### src/rtl/xnor_popcount_accumulator.sv
// XNOR-popcount accumulator for one Filter_rows x Filter_Cols binarized window.
// Define XNOR_THRESHOLD_EN to add a signed threshold input for the activation compare.
module xnor_popcount_accumulator #(
  parameter int unsigned addressBitWidth = 16,
  parameter int unsigned accBitWidth     = 16,
  parameter int unsigned Filter_rows     = 2,
  parameter int unsigned Filter_Cols     = 5
) (
  input  logic                          clk,
  input  logic                          reset_n,
  input  logic                          startSingleConv,
  input  logic                          beat_valid,
  input  logic [addressBitWidth-1:0]    hm_address_img,
  input  logic [addressBitWidth-1:0]    vm_address_img,
  input  logic                          img_bit,
  input  logic                          wgt_bit,
  input  logic                          DPDone,
  output logic                          res_valid,
  input  logic                          res_ready,
  output logic signed [accBitWidth-1:0] dp_sum,
  output logic                          act_bit,
  output logic                          busy,
  output logic                          addr_err,
  output logic                          count_err
`ifdef XNOR_THRESHOLD_EN
  ,
  input  logic signed [accBitWidth-1:0] threshold
`endif
);

  localparam int unsigned N    = Filter_rows * Filter_Cols;
  localparam int unsigned CntW = $clog2(N + 1);

  typedef enum logic [1:0] {StIdle, StAccum, StResult} state_e;

  state_e                       state_q, state_d;
  logic [CntW-1:0]              match_cnt_q, match_cnt_d;
  logic [CntW-1:0]              beat_cnt_q, beat_cnt_d;
  logic [addressBitWidth-1:0]   exp_hm_q, exp_hm_d;
  logic [addressBitWidth-1:0]   exp_vm_q, exp_vm_d;
  logic                         addr_err_q, addr_err_d;
  logic                         count_err_q, count_err_d;
  logic signed [accBitWidth-1:0] dp_sum_q, dp_sum_d;
  logic                         act_bit_q, act_bit_d;
  logic                         restart;
  logic signed [accBitWidth-1:0] sum_c;

  always_comb begin
    state_d     = state_q;
    match_cnt_d = match_cnt_q;
    beat_cnt_d  = beat_cnt_q;
    exp_hm_d    = exp_hm_q;
    exp_vm_d    = exp_vm_q;
    addr_err_d  = addr_err_q;
    count_err_d = count_err_q;
    dp_sum_d    = dp_sum_q;
    act_bit_d   = act_bit_q;
    restart     = 1'b0;
    sum_c       = '0;

    unique case (state_q)
      StIdle: begin
        if (startSingleConv) begin
          state_d = StAccum;
          restart = 1'b1;
        end
      end

      StAccum: begin
        if (startSingleConv && !DPDone) begin
          restart = 1'b1;
        end else begin
          if (beat_valid) begin
            if (beat_cnt_q < CntW'(N)) begin
              beat_cnt_d = beat_cnt_q + CntW'(1);
              if (img_bit == wgt_bit) begin
                match_cnt_d = match_cnt_q + CntW'(1);
              end
              if ((hm_address_img != exp_hm_q) || (vm_address_img != exp_vm_q)) begin
                addr_err_d = 1'b1;
              end
              // Raster order: vm is the inner index.
              if (exp_vm_q == addressBitWidth'(Filter_Cols - 1)) begin
                exp_vm_d = '0;
                exp_hm_d = exp_hm_q + addressBitWidth'(1);
              end else begin
                exp_vm_d = exp_vm_q + addressBitWidth'(1);
              end
            end else begin
              count_err_d = 1'b1;
            end
          end
          if (DPDone) begin
            // Uses the counts including any beat arriving alongside DPDone.
            sum_c    = $signed((accBitWidth'(match_cnt_d) << 1) - accBitWidth'(beat_cnt_d));
            dp_sum_d = sum_c;
`ifdef XNOR_THRESHOLD_EN
            act_bit_d = (sum_c >= threshold);
`else
            act_bit_d = ~sum_c[accBitWidth-1];
`endif
            if (beat_cnt_d != CntW'(N)) begin
              count_err_d = 1'b1;
            end
            state_d = StResult;
          end
        end
      end

      StResult: begin
        if (res_ready) begin
          if (startSingleConv) begin
            state_d = StAccum;
            restart = 1'b1;
          end else begin
            state_d = StIdle;
          end
        end
      end

      default: state_d = StIdle;
    endcase

    if (restart) begin
      match_cnt_d = '0;
      beat_cnt_d  = '0;
      exp_hm_d    = '0;
      exp_vm_d    = '0;
      addr_err_d  = 1'b0;
      count_err_d = 1'b0;
    end
  end

  always_ff @(posedge clk or negedge reset_n) begin
    if (!reset_n) begin
      state_q     <= StIdle;
      match_cnt_q <= '0;
      beat_cnt_q  <= '0;
      exp_hm_q    <= '0;
      exp_vm_q    <= '0;
      addr_err_q  <= 1'b0;
      count_err_q <= 1'b0;
      dp_sum_q    <= '0;
      act_bit_q   <= 1'b0;
    end else begin
      state_q     <= state_d;
      match_cnt_q <= match_cnt_d;
      beat_cnt_q  <= beat_cnt_d;
      exp_hm_q    <= exp_hm_d;
      exp_vm_q    <= exp_vm_d;
      addr_err_q  <= addr_err_d;
      count_err_q <= count_err_d;
      dp_sum_q    <= dp_sum_d;
      act_bit_q   <= act_bit_d;
    end
  end

  assign res_valid = (state_q == StResult);
  assign busy      = (state_q == StAccum);
  assign dp_sum    = dp_sum_q;
  assign act_bit   = act_bit_q;
  assign addr_err  = addr_err_q;
  assign count_err = count_err_q;

  a_hold_stable: assert property (@(posedge clk) disable iff (!reset_n)
    res_valid && !res_ready |=> res_valid && $stable(dp_sum) && $stable(act_bit));

  a_busy_excl: assert property (@(posedge clk) disable iff (!reset_n) !(busy && res_valid));

endmodule

### config.mk
export PLATFORM = sky130hd
export DESIGN_NAME = xnor_popcount_accumulator
export DESIGN_NICKNAME = d
export VERILOG_FILES = /design/src/rtl/xnor_popcount_accumulator.sv
export SDC_FILE = /design/constraint.sdc
export NUM_CORES = 1
export LEC_CHECK = 0
export ABC_AREA = 0
export BUFFER_PORTS_ARGS = -buffer_cell sky130_fd_sc_hd__clkbuf_2
export CAP_MARGIN = 20
export CORE_AREA = 2 2 62 123
export DETAILED_ROUTE_END_ITERATION = 7
export DIE_AREA = 0 0 64 125
export GPL_TIMING_DRIVEN = 0
export PLACE_DENSITY_LB_ADDON = 0.12
export SLEW_MARGIN = 15
export SYNTH_ARGS = -nofsm -noshare
export SYNTH_HDL_FRONTEND = slang
export SYNTH_SLANG_ARGS = --single-unit
export TNS_END_PERCENT = 1
### constraint.sdc
create_clock -name clk -period 6.6 [get_ports clk]
set_input_delay 0 -clock clk [delete_from_list [all_inputs] [get_ports clk]]
set_output_delay 0 -clock clk [all_outputs]
set_load 0.02 [all_outputs]
==> results.md, run 1 <==
* Run status: finished, final reports clean
* CP max stage cell: a2111oi_0
* Largest cells by area after synthesis: dfrtp_1, xor2_1, o21ai_0
* Initial antenna violation count at 0
* First-pass GRT wire length at 14500 um
* Main synth FF type: dfrtp_1
* # setup viols final at 0
* Post-synth EDFFs at 0
* Area leader, netlist: dfrtp_1
* Total wire length at 8740 um
* Clk pin slew, worst setup/hold paths at 0.07 ns
* Total power at 1.13 mW
* H-tree Lvls at 2
* Die area at around 0.0080 mm2
* Pwr per Cell Area at 284 mW/mm2
* # rows at 44
* Post-synthesis sequential area ratio at approximately 37%
* Core box area at 0.00710 mm2
* Syn_area_per_cell at 8.96 um2
* Antenna cell count at 0
* Critical R2R Launch: beat_cnt_q[1]
* Worst path max stage delay at 0.60 ns
* Worst-margin pin slew at 0.752 ns
* Post-Synthesis Cells at approximately 380
* CP endpoint kind: register
* Initial Util at 48.2%
* Final Hold Vio Count at 0
* Most common cell after layout, fill and taps aside: clkbuf_2
* MaxCap Viol Count at 0
* Critical Path Fanout Max at 9
* Input/output buffers at 60
* Most frequent cells in the layout: clkbuf_2, dfrtp_1, nand2_1
* Area delta synth->final at 16.5%
* Clk buf depth at 2
* Critical Setup Path Class: register to register
* Post-CTS Resized at 0
* Setup TNS after final layout at 0 ns
* Final Max Slew Viols at 0
* Post-synthesis cell area at roughly 0.0034 mm2
* IR Drop Worst-Case VDD at 288 uV
* Gpl congestion at 0.901
* Clk_lat worst skew at 0.30 ns
* Crit path launch: beat_cnt_q[1]
* Max Clk Rate at 321 MHz
* Arr. time, crit path at between 3 and 4 ns
* Sink Count at 51
* Leak at 1.88 nW
* Post-CTS Setup Bufs at 0
* RSZ-0062 raised after global routing: no
* CTS buffer count at 5
* Distinct cells, synth at 57
* Vias per cell at 5.64
* GRT Total Usage at 22.9%
* Drt pass-1 iters at 5
* Share of the synthesized area in the top cell type at 37.3%
* Tcrit/Tclk final at between 40% and 50%
* Final Critical Period at about 3.1 ns
* Yosys warning count at 0
* Post-DP HPWL at approximately 6600 um
* Number of global-route vias before repair at 2969
* Pin count of the biggest net entering global routing at between 50 and 60
* Startpoint Class: register
* Flops & latches, synth at ~50
* DR vias at 3063
* Iteration-0 DRC Markers at between 200 and 250
* Root buffer cell: clkbuf_16
* Worst Skew at around 0.0073 ns
* Avg WL per Cell at roughly 16 um
* Hold/Removal Path Class: input pin to register
* Drt drc at 0
* CP required at 6.75 ns
* Grt total ovfl at 0
* Layout cells sized above 1 at 22.0%
* Die X at 64 um
* Nets at 499
* I/O pin cnt at between 60 and 70
* CP Cell Sequence: clkbuf_1 -> o21ai_2 -> nand3_1 -> mux2_2 -> ha_1 -> a21o_1 -> a31o_2 -> a2111oi_0 -> nor2_1
* CTS tree: yes
* Min-delay src: res_ready
* Ys async rst share at between 90% and 100%
* Rel. slew slack at 49.9%
* Post-route ant nets at 0
* Die Y-Extent at 125 um
* Mapped Nets at ~430
[cells by family after synthesis]
logic type / count (synthesis) / share of synthesized area (%)
and+or+nand+nor: 144 / 23.8
AOI/OAI and AO/OA: 86 / 15.3
DFF: 51 / 37.3
xor gates and xnor gates: 46 / 11.8
buffers and inverters: 40 / 6.47
adders and majority gates: 9 / 3.51
muxes: 6 / 1.86
[synthesized netlist by cell type, types with 6 or more instances]
library cell and n:
dfrtp_1 51, and3_1 6, a21oi_1 19, nand3_1 19, or3_1 10, ha_1 8, a211oi_1 6, nor2_1 17
nand4_1 9, buf_4 11, xor2_1 33, nor4_1 13, o21ai_0 33, xnor2_1 13, clkbuf_1 11, inv_1 11
nand2_1 38
[layout make-up]
class / instances / area (um2)
Fill cell: 664 / 3110
Multi-Input combinational cell: 291 / 1930
Sequential cell: 51 / 1280
Timing Repair Buffer: 61 / 313
Buffer: 29 / 180
Clock buffer: 7 / 133
Tap cell: 92 / 115
Inverter: 11 / 41.3
Clock inverter: 1 / 5.00
[sequential cells by signal, summed over array words and instances, names as in the netlist]
name         flops
exp_hm_q        16
exp_vm_q        16
dp_sum           6
beat_cnt_q       4
match_cnt_q      4
state_q          2
act_bit          1
addr_err         1
count_err        1
[report_power, final]
part,internal [mW],switching (mW),total [mW]
Combinational,0.199,0.276,0.475
Sequential,0.356,0.0447,0.400
Clock,0.141,0.116,0.257
[metal layers]
| metal | up-vias | wire length (um) | GRT usage [%] |
|---|---|---|---|
| met1 | 1467 | 3810 | 29.9 |
| met2 | 85 | 4400 | 37.9 |
| met3 | 16 | 348 | 3.33 |
| met5 | - | 0 | 0 |
| met4 | 0 | 186 | 8.31 |
| li1 | 1495 | - | - |
[metrics by stage]
| stage | hold slack (ns) | setup WS (ns) | utilization [%] | instances | cell area [um2] |
|---|---|---|---|---|---|
| finish | 0.0261 | 3.48 | 56.2 | 543 | 3990 |
| floorplan | -0.296 | 3.88 | - | 382 | 3420 |
| detailed placement | 0.129 | 3.49 | 54.1 | 534 | 3840 |
| global route | 0.0459 | 3.25 | 56.2 | 543 | 3990 |
| global placement | 0.323 | 3.54 | 54.1 | 534 | 3840 |
| CTS | 0.0302 | 3.47 | 56.2 | 543 | 3990 |
[final timing paths]
path | end | slack, ns | cells after the start
max reg2reg | act_bit | 3.48 | 9
max | act_bit | 3.48 | 9
min reg2reg | dp_sum[0] | 0.49 | 2
max in group asynchronous | exp_vm_q[14] | 5.80 | 2
min | state_q[1] | 0.03 | 3
min in group asynchronous | dp_sum[0] | 0.31 | 2
[what timing repair did]
| action | in CTS | in global routing |
|---|---|---|
| hold buffers | 1 | 0 |
| hold endpoints to repair | 51 | 0 |
| endpoints found under the setup margin | 0 | 0 |
[worst max-delay path: cells and delay by family (launching register included)]
| family | cells | cell delay (ns) |
|---|---|---|
| buf+inv | 1 | 0.21 |
| mux | 1 | 0.34 |
| flops | 1 | 0.38 |
| simple gates | 2 | 0.34 |
| fa+ha+maj | 1 | 0.35 |
| compound gates | 4 | 1.34 |
Note: power is estimated with default switching activity, not from simulation.
==> run 2: changes to the inputs <==
--- a/config.mk
+++ b/config.mk
@@ -5,12 +5,12 @@
 export SDC_FILE = /design/constraint.sdc
 export NUM_CORES = 1
 export LEC_CHECK = 0
-export ABC_AREA = 0
+export ABC_AREA = 1
 export BUFFER_PORTS_ARGS = -buffer_cell sky130_fd_sc_hd__clkbuf_2
 export CAP_MARGIN = 20
-export CORE_AREA = 2 2 62 123
+export CORE_AREA = 2 2 64 126
 export DETAILED_ROUTE_END_ITERATION = 7
-export DIE_AREA = 0 0 64 125
+export DIE_AREA = 0 0 66 128
 export GPL_TIMING_DRIVEN = 0
 export PLACE_DENSITY_LB_ADDON = 0.12
 export SLEW_MARGIN = 15
==> constraint.sdc (replaced) <==
create_clock -name clk -period 3.3 [get_ports clk]
set_input_delay 0 -clock clk [delete_from_list [all_inputs] [get_ports clk]]
set_output_delay 0 -clock clk [all_outputs]
set_load 0.02 [all_outputs]
==> results.md, run 2 <==
* Drt drc at 0
* Nets at 610
* Sink Count at roughly 50
* Area occupied by multi-input gates at 0.00200 mm2
* Most frequent cell after synthesis: nand2_1
* Clk pin slew, worst setup/hold paths at about 0.07 ns
* Setup TNS after final layout at 0 ns
* Area leader, netlist: dfrtp_1
* Vias per cell at 5.17
* Yosys warning count at 0
* Most common cell after layout, fill and taps aside: nand2_1
* Arr. time, crit path at 2.72 ns
* Startpoint Class: register
* Final Instance Area at 0.00424 mm2
* Hold Path Sink: state_q[0]
* Distinct cells, synth at 41
* Final Hold Vio Count at 0
* IR Drop Worst-Case VDD at around 570 uV
* Root buffer cell: clkbuf_16
* CTS buffer count at 5
* Die Y-Extent at 128 um
* Run status: finished, final reports clean
* Pwr per Cell Area at 669 mW/mm2
* Post-CTS Resized at 0
* Flops & latches, synth at 51
* # rows at 45
* Most frequent cells in the layout: nand2_1, clkbuf_2, dfrtp_1
* Worst r2r path cells at 10
* Worst Skew at 0.00754 ns
* Mapped Nets at 541
* Grt total ovfl at 0
* H-tree Lvls at 2
* Leak at approximately 2.0 nW
* Register area at 0.00128 mm2
* Pin count of the biggest net entering global routing at 52
* Cell-internal power at 1.58 mW
* CTS tree: yes
* R2r setup slk at between 0.7 and 0.8 ns
* DR vias at 3391
* Initial antenna violation count at 0
* Post-Synthesis Cells at 492
* Switching share of power at 44.2%
* Largest cells by area after synthesis: dfrtp_1, nand2_1, xnor2_1
* Antenna cell count at 0
* Post-synthesis cell area at between 0.003 and 0.004 mm2
* NetSw at 1.26 mW
* Total wire length at 9260 um
* Crit path launch: beat_cnt_q[1]
* Clk buf depth at 2
* Die X at 66 um
* Drt pass-1 iters at 4
* Final Max Slew Viols at 0
* Rel. slew slack at roughly half
* First-pass GRT wire length at around 15000 um
* Post-route ant nets at 0
* Worst-margin pin slew at between 0.7 and 0.8 ns
* Final Critical Period at 2.53 ns
* Hold Slack at 0.0283 ns
* Post-DP HPWL at about 7200 um
* Share of the synthesized area in the top cell type at 34.9%
* Critical R2R Launch: beat_cnt_q[1]
* Input/output buffers at 59
* Layout cells sized above 1 at around a fifth
* CP max stage cell: dfrtp_1
* CP required at 3.49 ns
* Critical Path Fanout Max at 7
* Iteration-0 DRC Markers at 266
* # setup viols final at 0
* CP endpoint kind: register
* Hold path depth at 4
* Avg WL per Cell at 14.1 um
* Total power at 2.84 mW
* Worst path max stage delay at 0.46 ns
* Die area at 0.00845 mm2
* Initial Util at 48.4%
* Ys async rst share at 100%
* Clk_lat worst skew at 0.30 ns
* Critical Setup Path Class: register to register
* Max Clk Rate at 396 MHz
* R2R Path End: dp_sum[4]
* Post-synth EDFFs at 0
* Combinational power share at around half
* Tcrit/Tclk final at about three quarters
* Post-synthesis sequential area ratio at 34.9%
* Placed inst area at slightly above 0.004 mm2
* Core box area at 0.00754 mm2
* Number of global-route vias before repair at roughly 3200
* Synth top cells by count: nand2_1, dfrtp_1, inv_1
* Hold/Removal Path Class: input pin to register
* CP Cell Sequence: o21ai_4 -> nand2_1 -> nor2_4 -> xor2_1 -> inv_1 -> fa_1 -> a31oi_1 -> nand3_1 -> nand3_1 -> nand2_1
* MaxCap Viol Count at 0
* Gpl congestion at 0.891
* Min-delay src: DPDone
* RSZ-0062 raised after global routing: no
* Filler Cell Count at approximately 760
* Syn_area_per_cell at 7.43 um2
* GRT Total Usage at 23.1%
* Area delta synth->final at 16.2%
* Main synth FF type: dfrtp_1
* Clock group share of total power at 18.5%
* I/O pin cnt at 61
* Sequential share of power at 32.5%
-- run 2: layout make-up --
class,instances,area share (%)
multi-input combinational,365,47.2
clock buffer,5,2.95
sequential,51,30.1
tap,94,2.77
buffer,24,4.13
clock inverter,3,0.472
timing repair buffer,62,7.72
inverter,52,4.66
-- run 2: metal layers --
metal,track usage (%),vias to the layer above,wire length [um]
li1,-,1716,-
met1,23.2,1564,3410
met2,42.1,81,5090
met3,3.86,30,270
met4,14.8,0,487
met5,0,-,0
-- run 2: power by group through the flow --
stage / Combinational (mW) / Sequential [mW] / Clock (mW)
after floorplan: 0.971 / 0.962 / 0
after global placement: 1.37 / 0.928 / 0
after detailed placement: 1.39 / 0.933 / 0
after CTS: 1.41 / 0.922 / 0.542
after global routing: 1.55 / 0.944 / 0.562
final: 1.39 / 0.922 / 0.526
-- run 2: what timing repair did --
action	CTS	global route
hold buffers	3	0
endpoints found under the hold margin	53	0
buffers inserted	0	0
-- run 2: worst max-delay path by stage --
stage,end,slack (ns),depth (start not counted)
after detailed placement,dp_sum[4],0.77,10
after global routing,dp_sum[4],0.64,10
after global placement,dp_sum[4],0.81,10
final,dp_sum[4],0.77,10
after CTS,dp_sum[4],0.76,10
after floorplan,dp_sum[4],1.14,10
-- run 2: stage by stage --
stage | utilization (%) | instances | setup slack [ns]
2_1_floorplan | - | 492 | 1.14
3_3_place_gp | 53.9 | 645 | 0.806
3_5_place_dp | 53.9 | 645 | 0.769
4_1_cts | 56.3 | 656 | 0.763
5_1_grt | 56.3 | 656 | 0.639
6_report | 56.3 | 656 | 0.774
-- run 2: kinds of logic after synthesis --
group,after synthesis,share of synthesized area [%]
xor+xnor,47,11.3
buf+inv,76,10.2
compound gates,62,9.66
flops,51,34.9
simple gates,247,30.7
fa+ha+maj,9,3.29
-- run 2: critical path, delay by kind of cell (launching register included) --
| family | cells | cell delay [ns] |
|---|---|---|
| simple gates | 5 | 0.64 |
| fa+ha+maj | 1 | 0.45 |
| buf+inv | 1 | 0.12 |
| flops | 1 | 0.46 |
| xor+xnor | 1 | 0.23 |
| compound gates | 2 | 0.52 |
==> run 3: changes to the inputs <==
==> constraint.sdc (replaced) <==
create_clock -name clk -period 2.6 [get_ports clk]
set_input_delay 0 -clock clk [delete_from_list [all_inputs] [get_ports clk]]
set_output_delay 0 -clock clk [all_outputs]
set_load 0.02 [all_outputs]
==> results.md, run 3 (synthesis gave the netlist of run 2 again) <==
* Final Critical Period at about 2.5 ns
* Grt total ovfl at 0
* CP endpoint kind: register
* Hold/Removal Path Class: input pin to register
* Vias per cell at 5.18
* Leak at 2.05 nW
* Tcrit/Tclk final at a little over nine tenths
* Antenna cell count at 0
* Total power at roughly 3.6 mW
* Max Clk Rate at a little over 400 MHz
* H-tree Lvls at 2
* Critical Setup Path Class: register to register
* # setup viols final at 0
* IR Drop Worst-Case VDD at roughly 730 uV
* Drt drc at 0
* Input/output buffers at 59
* Layout cells sized above 1 at just under 20%
* Clk pin slew, worst setup/hold paths at 0.07 ns
* Iteration-0 DRC Markers at 239
* Drt pass-1 iters at 4
* Run status: finished, final reports clean
* Sink Count at 51
* Filler Cell Count at 758
* Dpl cells at between 600 and 700
* Die area at ~0.0084 mm2
* GRT Total Usage at 23.1%
* Hold Slack at 0.0279 ns
* Worst-margin pin slew at 0.735 ns
* RSZ-0062 raised after global routing: no
* CTS tree: yes
* DR vias at 3411
* Post-DP HPWL at approximately 7000 um
* Clk_lat worst skew at 0.30 ns
* MaxCap Viol Count at 0
* Core box area at 0.00754 mm2
* CP required at 2.79 ns
* Most frequent cells in the layout: nand2_1, clkbuf_2, dfrtp_1
* Pin count of the biggest net entering global routing at 52
* Startpoint Class: register
* I/O pin cnt at 61
* CTS buffer count at 5
* Pwr per Cell Area at 845 mW/mm2
* Arr. time, crit path at between 2 and 3 ns
* Critical Path Fanout Max at 6
* Nets at roughly 600
* Area delta synth->final at 16.8%
* Worst Skew at 0.00743 ns
* Final Max Slew Viols at 0
* Initial Util at 48.4%
* Gpl congestion at ~0.89
* First-pass GRT wire length at 14900 um
* Root buffer cell: clkbuf_16
* Final Instance Count excl. Fillers at 659
* Avg WL per Cell at 14.2 um
* Clk buf depth at 2
* Number of global-route vias before repair at 3244
* Most common cell after layout, fill and taps aside: nand2_1
* Initial antenna violation count at 0
* Die Y-Extent at roughly 130 um
* Die X at 66 um
* Setup TNS after final layout at 0 ns
* Final Hold Vio Count at 0
* # rows at 45
* Rel. slew slack at roughly half
* Post-route ant nets at 0
* Total wire length at 9350 um
[run 3: cell count changes in the layout (fill, tap and decap cells not counted), sizes merged]
cell / change
buf: +3
[run 3: stage by stage]
stage | utilization [%] | setup slack [ns] | cell area [um2]
after global placement | 53.9 | 0.106 | 4070
after CTS | 56.3 | 0.0628 | 4240
after detailed placement | 53.9 | 0.0694 | 4070
after global routing | 56.6 | 0.0328 | 4270
after floorplan | - | 0.441 | 3650
final | 56.6 | 0.140 | 4270
[run 3: layout make-up]
type	instances	area [um2]	share of cell area (%)
Multi-Input combinational cell	365	2010	47.0
Clock buffer	5	125	2.93
Sequential cell	51	1280	29.9
Clock inverter	3	20.0	0.469
Timing Repair Buffer	65	350	8.21
Inverter	52	198	4.63
Tap cell	94	118	2.75
Buffer	24	175	4.10
[run 3: metal layers]
layer	vias to the layer above	global-route usage [%]	routed length [um]
met5	-	0	0
met2	75	42.1	5170
met3	28	3.86	255
met1	1586	23.2	3470
li1	1722	-	-
met4	0	14.8	459
[run 3: worst max-delay path, cell delays in order (launching register included)]
cell and delay (ns):
dfrtp_1 0.47, o21ai_4 0.27, nand2_2 0.14, nor2_4 0.16, xor2_1 0.23, inv_1 0.12
fa_1 0.45, a31oi_1 0.25, nand3_1 0.11, nand3_1 0.10, nand2_1 0.05
[run 3: where the power goes]
group | total [mW] | switching, mW | leakage (nW) | internal [mW]
clock | 0.667 | 0.311 | 0.0658 | 0.356
combinational | 1.77 | 1.09 | 1.30 | 0.681
sequential | 1.17 | 0.197 | 0.681 | 0.975
total | 3.61 | 1.60 | 2.05 | 2.01
[run 3: worst paths after layout]
| path | from | endpoint | slack (ns) | cells past startpoint |
|---|---|---|---|---|
| worst max-delay path | beat_cnt_q[1] | dp_sum[4] | 0.14 | 10 |
| worst min-delay path | DPDone | state_q[0] | 0.03 | 4 |
| worst max register to register | beat_cnt_q[1] | dp_sum[4] | 0.14 | 10 |
| worst min register to register | dp_sum[1] | dp_sum[1] | 0.48 | 2 |
| max in group asynchronous | reset_n | exp_vm_q[6] | 1.79 | 2 |
| min in group asynchronous | reset_n | exp_vm_q[15] | 0.33 | 2 |
[run 3: repair_timing]
item | 4_1_cts | 5_1_grt
buffers inserted | 0 | 3
gates resized for setup | 0 | 1
setup endpoints to repair | 0 | 1
endpoints found under the hold margin | 53 | 0
hold buffers | 3 | 0
